===== config.mk =====
export PLATFORM = sky130hd
export DESIGN_NAME = calc3_port_sequencer
export DESIGN_NICKNAME = d
export VERILOG_FILES = /design/src/rtl/calc3_port_sequencer.sv
export SDC_FILE = /design/constraint.sdc
export NUM_CORES = 1
export LEC_CHECK = 0
export CAP_MARGIN = 40
export CORE_MARGIN = 1.5
export CORE_UTILIZATION = 39
export CTS_BUF_LIST = sky130_fd_sc_hd__clkbuf_4
export CTS_CLUSTER_SIZE = 20
export DETAILED_ROUTE_END_ITERATION = 7
export DONT_BUFFER_PORTS = 1
export GPL_ROUTABILITY_DRIVEN = 1
export PLACE_DENSITY = 0.56
export SLEW_MARGIN = 10
export SYNTH_ARGS = -nofsm -noshare
export SYNTH_HDL_FRONTEND = slang
export SYNTH_SLANG_ARGS = --single-unit

===== constraint.sdc =====
create_clock -name clk -period 5.85 [get_ports clk]
set_input_delay 1.17 -clock clk [delete_from_list [all_inputs] [get_ports clk]]
set_output_delay 1.17 -clock clk [all_outputs]
set_load 0.1 [all_outputs]

===== src/rtl/calc3_port_sequencer.sv =====
// Per-port CALC-3 request issuer: allocates one of four tags per command,
// matches responses back to stored commands and times out lost ones.
module calc3_port_sequencer #(
    parameter int TIMEOUT_CYCLES = 64,
    parameter int CNT_W          = 10
) (
    input  logic        clk,
    input  logic        reset_n,
    input  logic        in_valid,
    output logic        in_ready,
    input  logic [3:0]  in_cmd,
    input  logic [3:0]  in_d1,
    input  logic [3:0]  in_d2,
    input  logic [3:0]  in_r1,
    input  logic [31:0] in_data,
    output logic [3:0]  req_cmd,
    output logic [3:0]  req_d1,
    output logic [3:0]  req_d2,
    output logic [3:0]  req_r1,
    output logic [31:0] req_data,
    output logic [1:0]  req_tag,
    input  logic [1:0]  out_resp,
    input  logic [31:0] out_data,
    input  logic [1:0]  out_tag,
    output logic        cpl_valid,
    output logic [3:0]  cpl_cmd,
    output logic [1:0]  cpl_tag,
    output logic [1:0]  cpl_resp,
    output logic [31:0] cpl_data,
    output logic        cpl_timeout,
    output logic [2:0]  outstanding,
    output logic        err_unexpected
);

    localparam logic [CNT_W-1:0] TMO = CNT_W'(TIMEOUT_CYCLES);

    logic             run_q;
    logic [3:0]       busy;
    logic [3:0]       cmd_mem [4];
    logic [CNT_W-1:0] cnt [4];

    logic       issue;
    logic [1:0] alloc_tag;
    logic [3:0] alloc_mask;
    logic       resp_hit;
    logic       resp_bad;
    logic [3:0] pend;
    logic       to_fire;
    logic [1:0] to_tag;
    logic [3:0] free_mask;
    logic [3:0] busy_nxt;
    logic [2:0] busy_cnt;

    // run_q keeps in_ready low until the first edge out of reset
    assign in_ready = run_q & ~&busy;
    assign issue    = in_valid & in_ready & (in_cmd != 4'd0);

    always_comb begin
        alloc_tag = 2'd0;
        to_tag    = 2'd0;
        for (int i = 3; i >= 0; i--) begin
            pend[i] = busy[i] & (cnt[i] == TMO);
            if (!busy[i])
                alloc_tag = 2'(i);
            if (pend[i])
                to_tag = 2'(i);
        end
    end

    always_comb begin
        resp_hit = ((out_resp == 2'd1) || (out_resp == 2'd2)) & busy[out_tag];
        resp_bad = (out_resp != 2'd0) & ~resp_hit;
        to_fire  = ~resp_hit & (|pend);
        free_mask = 4'd0;
        if (resp_hit)
            free_mask = 4'd1 << out_tag;
        else if (to_fire)
            free_mask = 4'd1 << to_tag;
        alloc_mask = issue ? (4'd1 << alloc_tag) : 4'd0;
        busy_nxt = (busy & ~free_mask) | alloc_mask;
        busy_cnt = {2'd0, busy_nxt[0]} + {2'd0, busy_nxt[1]}
                 + {2'd0, busy_nxt[2]} + {2'd0, busy_nxt[3]};
    end

    always_ff @(posedge clk) begin
        if (!reset_n) begin
            run_q          <= 1'b0;
            busy           <= 4'd0;
            outstanding    <= 3'd0;
            err_unexpected <= 1'b0;
            req_cmd        <= 4'd0;
            req_d1         <= 4'd0;
            req_d2         <= 4'd0;
            req_r1         <= 4'd0;
            req_data       <= 32'd0;
            req_tag        <= 2'd0;
            cpl_valid      <= 1'b0;
            cpl_cmd        <= 4'd0;
            cpl_tag        <= 2'd0;
            cpl_resp       <= 2'd0;
            cpl_data       <= 32'd0;
            cpl_timeout    <= 1'b0;
            for (int i = 0; i < 4; i++) begin
                cmd_mem[i] <= 4'd0;
                cnt[i]     <= '0;
            end
        end else begin
            run_q          <= 1'b1;
            busy           <= busy_nxt;
            outstanding    <= busy_cnt;
            err_unexpected <= err_unexpected | resp_bad;

            req_cmd  <= issue ? in_cmd    : 4'd0;
            req_d1   <= issue ? in_d1     : 4'd0;
            req_d2   <= issue ? in_d2     : 4'd0;
            req_r1   <= issue ? in_r1     : 4'd0;
            req_data <= issue ? in_data   : 32'd0;
            req_tag  <= issue ? alloc_tag : 2'd0;

            for (int i = 0; i < 4; i++) begin
                if (alloc_mask[i])
                    cnt[i] <= '0;
                else if (busy[i] && cnt[i] != TMO)
                    cnt[i] <= cnt[i] + CNT_W'(1);
            end
            if (issue)
                cmd_mem[alloc_tag] <= in_cmd;

            cpl_valid   <= 1'b0;
            cpl_cmd     <= 4'd0;
            cpl_tag     <= 2'd0;
            cpl_resp    <= 2'd0;
            cpl_data    <= 32'd0;
            cpl_timeout <= 1'b0;
            // a real response always beats a pending timeout
            unique case (1'b1)
                resp_hit: begin
                    cpl_valid <= 1'b1;
                    cpl_cmd   <= cmd_mem[out_tag];
                    cpl_tag   <= out_tag;
                    cpl_resp  <= out_resp;
                    cpl_data  <= out_data;
                end
                to_fire: begin
                    cpl_valid   <= 1'b1;
                    cpl_cmd     <= cmd_mem[to_tag];
                    cpl_tag     <= to_tag;
                    cpl_timeout <= 1'b1;
                end
                default: ;
            endcase
        end
    end

endmodule


Word-level counts from Yosys, hierarchy flattened

Memories as Yosys holds them, arrays and structs flattened.
Cells that the tools add are included.

Add/sub/neg operators: 7
$lt $le $gt $ge: 1
Equality and inequality tests: 10
Shift-type cells: 3
Multiplexer cells: 61
Bitwise gates (word level): 23
Reductions and logical operators: 14

Operator list:

| kind                                               | count |
|---|---|
| two-way mux 10 bit                                 | 8 |
| adder 10 x 1 -> 10 bit, second input constant      | 4 |
| == test 10 x 7 -> 1 bit, second input constant     | 4 |
| != test 10 x 7 -> 1 bit, second input constant     | 4 |
| two-way mux 1 bit                                  | 37 |
| two-way mux 2 bit                                  | 9 |
| two-way mux 4 bit                                  | 4 |
| << shifter 1 x 2 -> 4 bit, first input constant    | 3 |
| bitwise AND 1 bit                                  | 10 |
| OR 1 bit                                           | 9 |
| case mux 4 bit (2 select lines)                    | 1 |
| OR reduction 4 bit                                 | 2 |
| bitwise AND 4 bit                                  | 1 |
| logical AND 1 bit                                  | 4 |
| inverter 4 bit                                     | 1 |
| OR 4 bit                                           | 1 |
| case mux 2 bit (2 select lines)                    | 1 |
| AND reduction 2 bit                                | 2 |
| AND reduction 4 bit                                | 1 |
| nonzero test 4 bit                                 | 1 |
| adder 2 x 1 -> 3 bit                               | 1 |
| adder 3 x 1 -> 3 bit                               | 1 |
| < comparator 2 x 3 -> 1 bit, second input constant | 1 |
| adder 1 x 1 -> 2 bit                               | 1 |
| 8 further kinds                                    | 8 |

Bits in registers: 101
Memory bits (writable): 56
Input port bits: 87
Output and inout port bits: 97
Logic and storage cells: 137
Memories: 2

Memories:

| memory  | depth | width | read ports | clocked after memory_dff | wr ports | RTL line | text |
|---|---|---|---|---|---|---|---|
| cnt     | 4     | 10    | 4          | 0                        | 4        | 40       | `logic [CNT_W-1:0] cnt [4];` |
| cmd_mem | 4     | 4     | 2          | 0                        | 4        | 39       | `logic [3:0] cmd_mem [4];` |

Depth between registers and ports, before layout

Gate-level depths: netlist of the first run.

Depth in word-level cells: 15
Mapped depth: 12
Depth with buffers taken out: 12

Least setup slack after synthesis of the first run

No wires, ideal clock.

Path type: input -> register
Start: input port out_tag[0]
End: register outstanding[1]
Library setup time: 115 ps
Data arrival time: 3725 ps
Required time: 5735 ps
Path slack: 2010 ps
Stages: 12
Cells stage by stage: buf_2 > mux4_2 > and2_1 > clkbuf_1 > a21oi_2 > o21bai_1 > a21oi_1 > fa_1 > inv_1 > ha_1 > ha_1 > and2_1

Word-level cells in the longest chain between the ends: 13
Elaborated cells between the ends (all ways): 14
Those cells by class: add/sub: 3; shift: 1; mux: 4; bitwise: 6

RTL lines:

| what                                    | RTL line | text |
|---|---|---|
| from (decl)                             | 24       | `input logic [1:0] out_tag,` |
| binary-select mux 1 bit (select 2 bit)  | 71       | `resp_hit = ((out_resp == 2'd1) \|\| (out_resp == 2'd2)) & busy[out_tag];` |
| two-way mux 1 bit (not written as such) | 71       |  |
| bitwise AND 1 bit                       | 71       |  |
| inverter 1 bit                          | 73       | `to_fire = ~resp_hit & (\|pend);` |
| bitwise AND 1 bit                       | 73       |  |
| two-way mux 4 bit                       | 77       | `else if (to_fire)` |
| two-way mux 4 bit (*)                   | 75       | `if (resp_hit)` |
| inverter 4 bit (*)                      | 80       | `busy_nxt = (busy & ~free_mask) \| alloc_mask;` |
| bitwise AND 4 bit (*)                   | 80       |  |
| OR 4 bit (*)                            | 80       |  |
| adder 1 x 1 -> 2 bit                    | 81       | `busy_cnt = {2'd0, busy_nxt[0]} + {2'd0, busy_nxt[1]}` |
| adder 2 x 1 -> 3 bit                    | 82       | `+ {2'd0, busy_nxt[2]} + {2'd0, busy_nxt[3]};` |
| adder 3 x 1 -> 3 bit (*)                | 82       |  |
| named net busy_cnt[1]                   | 52       | `logic [2:0] busy_cnt;` |
| to (signal assigned)                    | 110      | `outstanding <= busy_cnt;` |
| to (decl)                               | 31       | `output logic [2:0] outstanding,` |

Mark *: on every way through the listed nets, which the timed path passes. The rest lies on a longest branch. The select of a mux whose other input is x is not followed.
A chain may end at the register's enable or synchronous reset.

==> flow_metrics.env, run 1 <==
export IMPL_status="finished, final reports clean"
export IMPL_holdPathStages=2
export IMPL_routed_wl_mm=13.40
export IMPL_ys_seq_area_frac=0.6068
export IMPL_clk_pin_slew_ps=140
export IMPL_synthArstFlopShare=0
export IMPL_ctsResizeCount=0
export IMPL_drt_vias_per_instance=4.890
export IMPL_antenna_cells=0
export IMPL_gp_congestion=0.8067
export IMPL_drt_pass1_iterations=5
export IMPL_grt_overflow=0
export IMPL_die_y_um=128.1
export IMPL_core_um2=15260
export IMPL_finClkSkew_ps=19.93
export IMPL_die_x_um=128.1
export IMPL_avgSynthCellArea_um2=11.20
export IMPL_endpoint_kind="register"
export IMPL_cp_data_required_time_ps=6300
export IMPL_drive_gt1_frac=0.2205
export IMPL_crit_path_max_fanout=4
export IMPL_cp_start_kind="register"
export IMPL_ys_top_cells_by_area="dfxtp_1 (33%), edfxtp_1 (28%), and2_1 (6.4%)"
export IMPL_crit_type="register to register"
export IMPL_yosys_warnings=0
export IMPL_busiest_layer="met2"
export IMPL_max_cap_violations=0
export IMPL_cp_arrival_ps=3610
export IMPL_area_delta_synth_final_pct=34.24
export IMPL_worst_slew_pin_slew_ps=848.2
export IMPL_track_usage=0.1680
export IMPL_min_path_type="register to register"
export IMPL_min_period_ps=3160
export IMPL_grt_antenna_before_repair=0
export IMPL_regArea_um2=3704
export IMPL_vdd_drop_max_mv=0.1712
export IMPL_use_met2=0.2853
export IMPL_tritoncts="yes"
export IMPL_fmax_mhz=316.5
export IMPL_dpl_hpwl_mm=9.942
export IMPL_grtUsageMet3=0.06720
export IMPL_grt_pass1_vias=4185
export IMPL_syn_num_nets=644
export IMPL_ctsHoldBuffers=0
export IMPL_h_tree_depth=4
export IMPL_setup_viol=0
export IMPL_p_per_area_nw_per_um2=243.2
export IMPL_initial_core_util=0.4000
export IMPL_synth_cell_type_count=47
export IMPL_syn_area_um2=6103
export IMPL_worst_r2r_path_depth=10
export IMPL_clk_latency_ps=550
export IMPL_grt_start_max_net_pins=59
export IMPL_fin_util=0.5369
export IMPL_finalMaxSlewViolations=0
export IMPL_die_area_um2=16410
export IMPL_syn_instance_count=545
export IMPL_grt_pass1_wl_mm=21.16
export IMPL_clock_path_buffers=2
export IMPL_numPortBuffers=0
export IMPL_reg2reg_setup_slack_ps=2690
export IMPL_hold_viol=0
export IMPL_reg2reg_to="outstanding[1]$_SDFF_PN0_"
export IMPL_route_detailed_wl_per_inst_um=15.51
export IMPL_setup_tns_ps=0
export IMPL_min_to="err_unexpected$_SDFF_PN0_"
export IMPL_rsz0062_at_grt="false"
export IMPL_postRouteAntennaNets=0
export IMPL_r2r_start="cnt[2][4]$_SDFFCE_PN0P_"
export IMPL_fillers=1257
export IMPL_cts_buffers=17
export IMPL_drc_errors=0
export IMPL_postCtsSetupBuffers=0
export IMPL_yosys_area_top_type="dfxtp_1"
export IMPL_cts_root_buf="clkbuf_4"
export IMPL_pin_count=184
export IMPL_fin_crit_sh=0.5401
export IMPL_synth_edf_count=56
export IMPL_synth_ff_type="dfxtp_1"
export IMPL_nNetsFinal=739
export IMPL_cts_sinks=157
export IMPL_drt_iter0_markers=209
export IMPL_slew_headroom=0.4286
export IMPL_std_cell_rows=45
export IMPL_use_met1=0.1936
export IMPL_multiInputGateArea_um2=2232
export IMPL_synth_top_area_frac=0.3313
export IMPL_p_leak_uw=0.003409
export IMPL_min_from="err_unexpected$_SDFF_PN0_"
export IMPL_vias=4225
export IMPL_synth_seq_cells=157
==> state kept, by name, summed over array words and instances, names as in the netlist, 2 cells and up <==
register / count
cnt: 40
cpl_data: 32
req_data: 32
cmd_mem: 16
busy: 4
cpl_cmd: 4
req_cmd: 4
req_d1: 4
req_d2: 4
req_r1: 4
outstanding: 3
cpl_resp: 2
cpl_tag: 2
req_tag: 2
==> synth_stat cells, drive strengths merged, types with 4 or more instances <==
library cell  count
xor2             20
inv              19
nor4b             4
mux4              5
o21a              5
clkbuf           22
and2             62
dfxtp           101
edfxtp           56
mux2i             9
nand2            24
nand3            31
o21ai             7
a21oi             4
nor3              5
and3             47
ha               11
nand4             5
xnor2            12
or3               4
nor2             64
==> critical path, stage by stage, from the launching register on <==
cell      delay, ps
edfxtp_1        460
or4b_4          580
or3_4           390
or2_1           260
nand4_1         110
a31oi_1         140
fa_1            510
inv_1            40
ha_1            170
ha_1            260
and2_1          150
==> through the flow <==
step | cell area (µm²) | hold WS, ps | setup slack (ps) | total power (µW) | std cells
after floorplan | 6103 | 579.7 | 2010 | 1366 | 545
after global placement | 6286 | 599.2 | 2279 | 1380 | 734
after detailed placement | 7950 | 524.8 | 2251 | 1433 | 832
after CTS | 8193 | 542.6 | 2689 | 2022 | 864
after global routing | 8193 | 599.3 | 2518 | 2085 | 864
final | 8193 | 538.6 | 2690 | 1993 | 864
==> per-layer routing <==
layer / routed length (µm) / vias to the layer above
met4: 174 / 0
met1: 5462 / 1944
met5: 0 / -
li1: - / 2058
met3: 1195 / 16
met2: 6571 / 207
==> where the power goes <==
part | internal [µW] | total, µW | switching [µW]
sequential | 1160 | 1200 | 32.3
clock | 182 | 586 | 404
combinational | 72.2 | 211 | 138
==> worst max-delay path by stage <==
stage                       startpoint  slack [ps]  depth (start not counted)                        end
6_report       cnt[2][4]$_SDFFCE_PN0P_        2690                         10  outstanding[1]$_SDFF_PN0_
5_1_grt        cnt[1][0]$_SDFFCE_PN0P_        2520                         11  outstanding[1]$_SDFF_PN0_
4_1_cts        cnt[2][4]$_SDFFCE_PN0P_        2690                         10  outstanding[1]$_SDFF_PN0_
3_5_place_dp                out_tag[0]        2250                         10  outstanding[1]$_SDFF_PN0_
3_3_place_gp        busy[0]$_SDFF_PN0_        2280                         10  outstanding[1]$_SDFF_PN0_
2_1_floorplan               out_tag[0]        2010                         12  outstanding[1]$_SDFF_PN0_
==> logic make-up after synthesis <==
kind of cell / Yosys count / synth area share
adder cells (fa/ha/maj): 12 / 0.02583
AO/OA/AOI/OAI: 25 / 0.02727
flip-flops: 157 / 0.6068
multiplexers: 14 / 0.03321
buffers and inverters: 43 / 0.02788
XOR/XNOR: 32 / 0.04592
AND/OR/NAND/NOR: 262 / 0.2331
==> final cells by class <==
type	instances	area share
Clock inverter	14	0.01313
Tap cell	211	0.03222
Sequential cell	157	0.4520
Timing Repair Buffer	100	0.2049
Clock buffer	18	0.01649
Multi-Input combinational cell	345	0.2724
Inverter	19	0.008705
==> layout by cell type, fill, tap and decap left out, drive strengths merged, types with 2 or more instances in the layout <==
| cell | synthesis | final |
|---|---|---|
| ha | 11 | 11 |
| o21a | 5 | 5 |
| xor2 | 20 | 20 |
| o21ai | 7 | 7 |
| nand3 | 31 | 31 |
| dfxtp | 101 | 101 |
| mux4 | 5 | 5 |
| a31oi | 2 | 2 |
| buf | 2 | 100 |
| clkbuf | 22 | 18 |
| clkinv | 0 | 4 |
| nand2b | 3 | 3 |
| nor4b | 4 | 4 |
| edfxtp | 56 | 56 |
| a21o | 3 | 3 |
| nor2 | 64 | 64 |
| a21oi | 4 | 4 |
| mux2i | 9 | 9 |
| inv | 19 | 28 |
| and3 | 47 | 47 |
| nand4 | 5 | 5 |
| nand3b | 2 | 2 |
| nor3 | 5 | 5 |
| xnor2 | 12 | 12 |
| nor4 | 3 | 3 |
| and2 | 62 | 62 |
| nand2 | 24 | 24 |
| or4b | 2 | 2 |
| or3 | 4 | 4 |
No activity file was read; power rests on OpenSTA's default activity.
==> inputs of run 2 (changes only) <==
- clock period: 5.85 -> 3.25 ns (I/O delays scaled with it)
==> flow_metrics.env, run 2 (synthesis results as in run 1) <==
export IMPL_vias=4145
export IMPL_cp_start_kind="register"
export IMPL_fin_hold_ws_ps=117.1
export IMPL_std_cell_rows=45
export IMPL_crit_buf_inv=1
export IMPL_die_x_um=128.1
export IMPL_cp_arrival_ps=3570
export IMPL_p_total_uw=3774
export IMPL_grt_start_max_net_pins=59
export IMPL_setup_tns_ps=0
export IMPL_pin_count=184
export IMPL_layout_commonest_cell="dfxtp_1"
export IMPL_max_cap_violations=0
export IMPL_r2r_start="cnt[2][4]$_SDFFCE_PN0P_"
export IMPL_nNetsFinal=741
export IMPL_clk_latency_ps=560
export IMPL_crit_path_max_fanout=4
export IMPL_drive_gt1_frac=0.2244
export IMPL_fin_util=0.5350
export IMPL_drc_errors=0
export IMPL_postCtsSetupBuffers=0
export IMPL_die_area_um2=16410
export IMPL_hold_viol=0
export IMPL_slowest_delay_ps=580
export IMPL_initial_core_util=0.4000
export IMPL_ctsHoldBuffers=0
export IMPL_vdd_drop_max_mv=0.4275
export IMPL_cpMostUsedCell="ha_1"
export IMPL_fin_crit_sh=0.9565
export IMPL_fmax_mhz=321.7
export IMPL_largest_reg_flops=40
export IMPL_drt_iter0_markers=147
export IMPL_die_y_um=128.1
export IMPL_cp_data_required_time_ps=3710
export IMPL_cts_sinks=157
export IMPL_numPortBuffers=0
export IMPL_routed_wl_mm=13.11
export IMPL_fillers=1242
export IMPL_largestRegisters="cnt (40), cpl_data (32), req_data (32)"
export IMPL_clk_pin_slew_ps=140
export IMPL_dpl_worst_slack_ps=143.2
export IMPL_reg2reg_to="outstanding[1]$_SDFF_PN0_"
export IMPL_slew_headroom=0.4677
export IMPL_dpl_hpwl_mm=9.972
export IMPL_grt_pass1_vias=4140
export IMPL_finClkSkew_ps=20.99
export IMPL_drt_pass1_iterations=4
export IMPL_regArea_um2=3704
export IMPL_route_detailed_wl_per_inst_um=15.14
export IMPL_finalMaxSlewViolations=0
export IMPL_core_um2=15260
export IMPL_clock_path_buffers=2
export IMPL_critPathTopFamily="simple AND/OR/NAND/NOR gates"
export IMPL_postRouteAntennaNets=0
export IMPL_h_tree_depth=4
export IMPL_drt_vias_per_instance=4.786
export IMPL_setup_slack_ps=141.3
export IMPL_endpoint_kind="register"
export IMPL_final_cell_mix="dfxtp_1 (101), buf_8 (88), nor2_1 (63)"
export IMPL_ctsResizeCount=0
export IMPL_grt_pass1_wl_mm=20.68
export IMPL_p_per_area_nw_per_um2=462.3
export IMPL_rsz0062_at_grt="false"
export IMPL_tritoncts="yes"
export IMPL_antenna_cells=0
export IMPL_worst_slew_pin_slew_ps=790.1
export IMPL_crit_chain="or4b_4 > or3_4 > or2_1 > nand4_1 > a31oi_1 > fa_1 > inv_1 > ha_1 > ha_1 > and2_1"
export IMPL_gp_congestion=0.7706
export IMPL_worst_r2r_path_depth=10
export IMPL_slowest_stage="or4b_4"
export IMPL_area_delta_synth_final_pct=33.74
export IMPL_grt_overflow=0
export IMPL_min_from="reset_n"
export IMPL_setup_viol=0
export IMPL_multiInputGateArea_um2=2233
export IMPL_p_leak_uw=0.003411
export IMPL_cts_buffers=17
export IMPL_crit_type="register to register"
export IMPL_min_period_ps=3109
export IMPL_largest_register="cnt"
export IMPL_cts_root_buf="clkbuf_4"
export IMPL_min_to="run_q$_DFF_P_"
export IMPL_status="finished, final reports clean"
export IMPL_min_path_type="input port to register"
export IMPL_reg2reg_setup_slack_ps=140
export IMPL_grt_antenna_before_repair=0
export IMPL_track_usage=0.1630
export IMPL_holdPathStages=0
-- run 2: routing by layer --
metal | part of all wire | GRT usage | up-vias | routed length (µm)
li1 | - | - | 2052 | -
met1 | 0.41 | 0.1939 | 1888 | 5406
met2 | 0.48 | 0.2726 | 192 | 6323
met3 | 0.095 | 0.06469 | 13 | 1243
met4 | 0.011 | 0.04759 | 0 | 141
met5 | 0 | 0 | - | 0
-- run 2: worst max path at each step --
stage          depth (start not counted)                         to                     from
2_1_floorplan                         12  outstanding[1]$_SDFF_PN0_               out_tag[0]
3_3_place_gp                          10  outstanding[1]$_SDFF_PN0_  cnt[2][4]$_SDFFCE_PN0P_
3_5_place_dp                          10  outstanding[1]$_SDFF_PN0_  cnt[2][4]$_SDFFCE_PN0P_
4_1_cts                               10  outstanding[1]$_SDFF_PN0_  cnt[2][4]$_SDFFCE_PN0P_
5_1_grt                               10  outstanding[1]$_SDFF_PN0_  cnt[2][4]$_SDFFCE_PN0P_
6_report                              10  outstanding[1]$_SDFF_PN0_  cnt[2][4]$_SDFFCE_PN0P_
-- run 2: metrics by stage --
stage	instance area, µm²	cells
4_1_cts	8163	866
6_report	8163	866
2_1_floorplan	6108	545
3_5_place_dp	7859	834
3_3_place_gp	6310	737
5_1_grt	8163	866
-- run 2: worst register-to-register path, cell delays in order (launching register included) --
cell and delay, ps:
edfxtp_1 460, or4b_4 580, or3_4 390, or2_1 240
nand4_1 100, a31oi_1 130, fa_1 510, inv_1 40
ha_1 170, ha_1 260, and2_1 150
-- run 2: final cells by class --
| class | count | area share |
|---|---|---|
| Clock buffer | 17 | 0.01563 |
| Clock inverter | 15 | 0.02161 |
| Inverter | 19 | 0.008737 |
| Multi-Input combinational cell | 345 | 0.2736 |
| Sequential cell | 157 | 0.4537 |
| Tap cell | 211 | 0.03234 |
| Timing Repair Buffer | 102 | 0.1944 |
-- run 2: power breakdown --
| part | switching (µW) | leakage [µW] | internal, µW |
|---|---|---|---|
| Clock | 757 | 0.000167 | 488 |
| Combinational | 252 | 0.00184 | 126 |
| Sequential | 55.4 | 0.00141 | 2100 |
| Total | 1060 | 0.00341 | 2710 |
==> inputs of run 3 (changes only) <==
- CTS_BUF_LIST: sky130_fd_sc_hd__clkbuf_4 -> default
==> flow_metrics.env, run 3 (synthesis results as in run 1) <==
export IMPL_status="finished, final reports clean"
export IMPL_wl_met1_mm=5.517
export IMPL_cp_start_kind="register"
export IMPL_cts_sinks=157
export IMPL_grt_start_max_net_pins=59
export IMPL_core_um2=15260
export IMPL_p_per_area_nw_per_um2=536.4
export IMPL_grt_pass1_wl_mm=20.89
export IMPL_slew_headroom=0.4671
export IMPL_postPlaceCellArea_um2=7859
export IMPL_reg2reg_setup_slack_ps=140
export IMPL_clk_pin_slew_ps=70
export IMPL_drt_iter0_markers=162
export IMPL_p_total_uw=4541
export IMPL_worst_slew_pin_slew_ps=791.0
export IMPL_p_int_uw=3378
export IMPL_postCtsSetupBuffers=0
export IMPL_setup_viol=0
export IMPL_netSwitchingFraction=0.2562
export IMPL_largestRegisters="cnt (40), cpl_data (32), req_data (32)"
export IMPL_cp_arrival_ps=3430
export IMPL_power_frac_seq=0.474
export IMPL_drt_vias_per_instance=4.768
export IMPL_cts_root_buf="clkbuf_16"
export IMPL_rsz0062_at_grt="false"
export IMPL_grt_pass1_vias=4195
export IMPL_drt_pass1_iterations=4
export IMPL_track_usage=0.1651
export IMPL_routed_top_layer="met4"
export IMPL_die_x_um=128.1
export IMPL_worst_r2r_path_depth=10
export IMPL_r2r_start="cnt[2][4]$_SDFFCE_PN0P_"
export IMPL_grt_antenna_before_repair=0
export IMPL_min_period_ps=3114
export IMPL_crit_type="register to register"
export IMPL_numPortBuffers=0
export IMPL_fin_crit_sh=0.9582
export IMPL_pin_count=184
export IMPL_largest_reg_flops=40
export IMPL_max_cap_violations=0
export IMPL_met3_length_mm=1.250
export IMPL_initial_core_util=0.4000
export IMPL_drc_errors=0
export IMPL_cp_endpoint="outstanding[1]$_SDFF_PN0_"
export IMPL_gp_congestion=0.7706
export IMPL_antenna_cells=0
export IMPL_setup_tns_ps=0
export IMPL_postRouteAntennaNets=0
export IMPL_hold_viol=0
export IMPL_finClkSkew_ps=8.057
export IMPL_ctsHoldBuffers=0
export IMPL_ctsResizeCount=0
export IMPL_fin_area_um2=8466
export IMPL_cp_data_required_time_ps=3560
export IMPL_tritoncts="yes"
export IMPL_nNetsFinal=741
export IMPL_dpl_hpwl_mm=9.972
export IMPL_comb_power_share=0.083
export IMPL_vias=4129
export IMPL_h_tree_depth=4
export IMPL_fillers=1201
export IMPL_die_area_um2=16410
export IMPL_grt_overflow=0
export IMPL_area_delta_synth_final_pct=38.70
export IMPL_met2_length_mm=6.400
export IMPL_route_detailed_wl_per_inst_um=15.34
export IMPL_routed_wl_mm=13.28
export IMPL_p_leak_uw=0.003546
export IMPL_finalMaxSlewViolations=0
export IMPL_multiInputGateArea_um2=2233
export IMPL_cts_buffers=17
export IMPL_min_path_type="input port to register"
export IMPL_setup_worst_path_start="cnt[2][4]$_SDFFCE_PN0P_"
export IMPL_vdd_drop_max_mv=0.5263
export IMPL_layout_commonest_cell="dfxtp_1"
export IMPL_crit_path_max_fanout=4
export IMPL_std_cell_rows=45
export IMPL_p_clk_frac=0.443
export IMPL_die_y_um=128.1
export IMPL_drive_gt1_frac=0.2260
export IMPL_regArea_um2=3704
export IMPL_power_switching_uw=1164
export IMPL_reg2reg_to="outstanding[1]$_SDFF_PN0_"
export IMPL_endpoint_kind="register"
export IMPL_fmax_mhz=321.1
export IMPL_largest_register="cnt"
export IMPL_clk_latency_ps=420
export IMPL_clock_path_buffers=2
export IMPL_final_cell_mix="dfxtp_1 (101), buf_8 (88), nor2_1 (63)"
run 3: area by class of cell:
| cell class | instances | area share |
|---|---|---|
| Tap cell | 211 | 0.03119 |
| Inverter | 19 | 0.008424 |
| Multi-Input combinational cell | 345 | 0.2638 |
| Timing Repair Buffer | 102 | 0.1874 |
| Sequential cell | 157 | 0.4375 |
| Clock inverter | 13 | 0.01685 |
| Clock buffer | 19 | 0.05483 |
run 3: per-stage QoR:
| step | util | setup WS [ps] | hold slack (ps) | instances |
|---|---|---|---|---|
| after global routing | 0.5548 | 14.69 | 234.1 | 866 |
| after global placement | 0.4135 | 180.3 | 598.8 | 737 |
| after CTS | 0.5548 | 137.8 | 247.2 | 866 |
| final | 0.5548 | 136.0 | 257.0 | 866 |
| after detailed placement | 0.5150 | 143.2 | 514.6 | 834 |
| after floorplan | - | 16.78 | 579.7 | 545 |
run 3: worst min-delay path by stage:
stage	startpoint	cells past startpoint	to
2_1_floorplan	cnt[1][9]$_SDFFCE_PN0P_	2	cnt[1][9]$_SDFFCE_PN0P_
3_3_place_gp	busy[1]$_SDFF_PN0_	2	req_tag[1]$_SDFF_PN0_
3_5_place_dp	err_unexpected$_SDFF_PN0_	2	err_unexpected$_SDFF_PN0_
4_1_cts	reset_n	0	run_q$_DFF_P_
5_1_grt	reset_n	0	run_q$_DFF_P_
6_report	reset_n	0	run_q$_DFF_P_
run 3: power by group through the flow:
| stage | registers (µW) | logic (µW) | clock network [µW] |
|---|---|---|---|
| 2_1_floorplan | 2330 | 128 | 0 |
| 3_3_place_gp | 2350 | 141 | 0 |
| 3_5_place_dp | 2190 | 380 | 0 |
| 4_1_cts | 2150 | 382 | 2050 |
| 5_1_grt | 2160 | 399 | 2130 |
| 6_report | 2150 | 378 | 2010 |
run 3: metal layers:
| metal | global-route usage | vias up |
|---|---|---|
| met1 | 0.1923 | 1872 |
| met4 | 0.04494 | 0 |
| met5 | 0 | - |
| li1 | - | 2053 |
| met2 | 0.2793 | 193 |
| met3 | 0.07012 | 11 |
run 3: critical path, cell delays in order (launching register included):
cell and delay, ps:
edfxtp_1 430, or4b_4 580, or3_4 390, or2_1 240, nand4_1 100, a31oi_1 130
fa_1 510, inv_1 40, ha_1 170, ha_1 260, and2_1 150
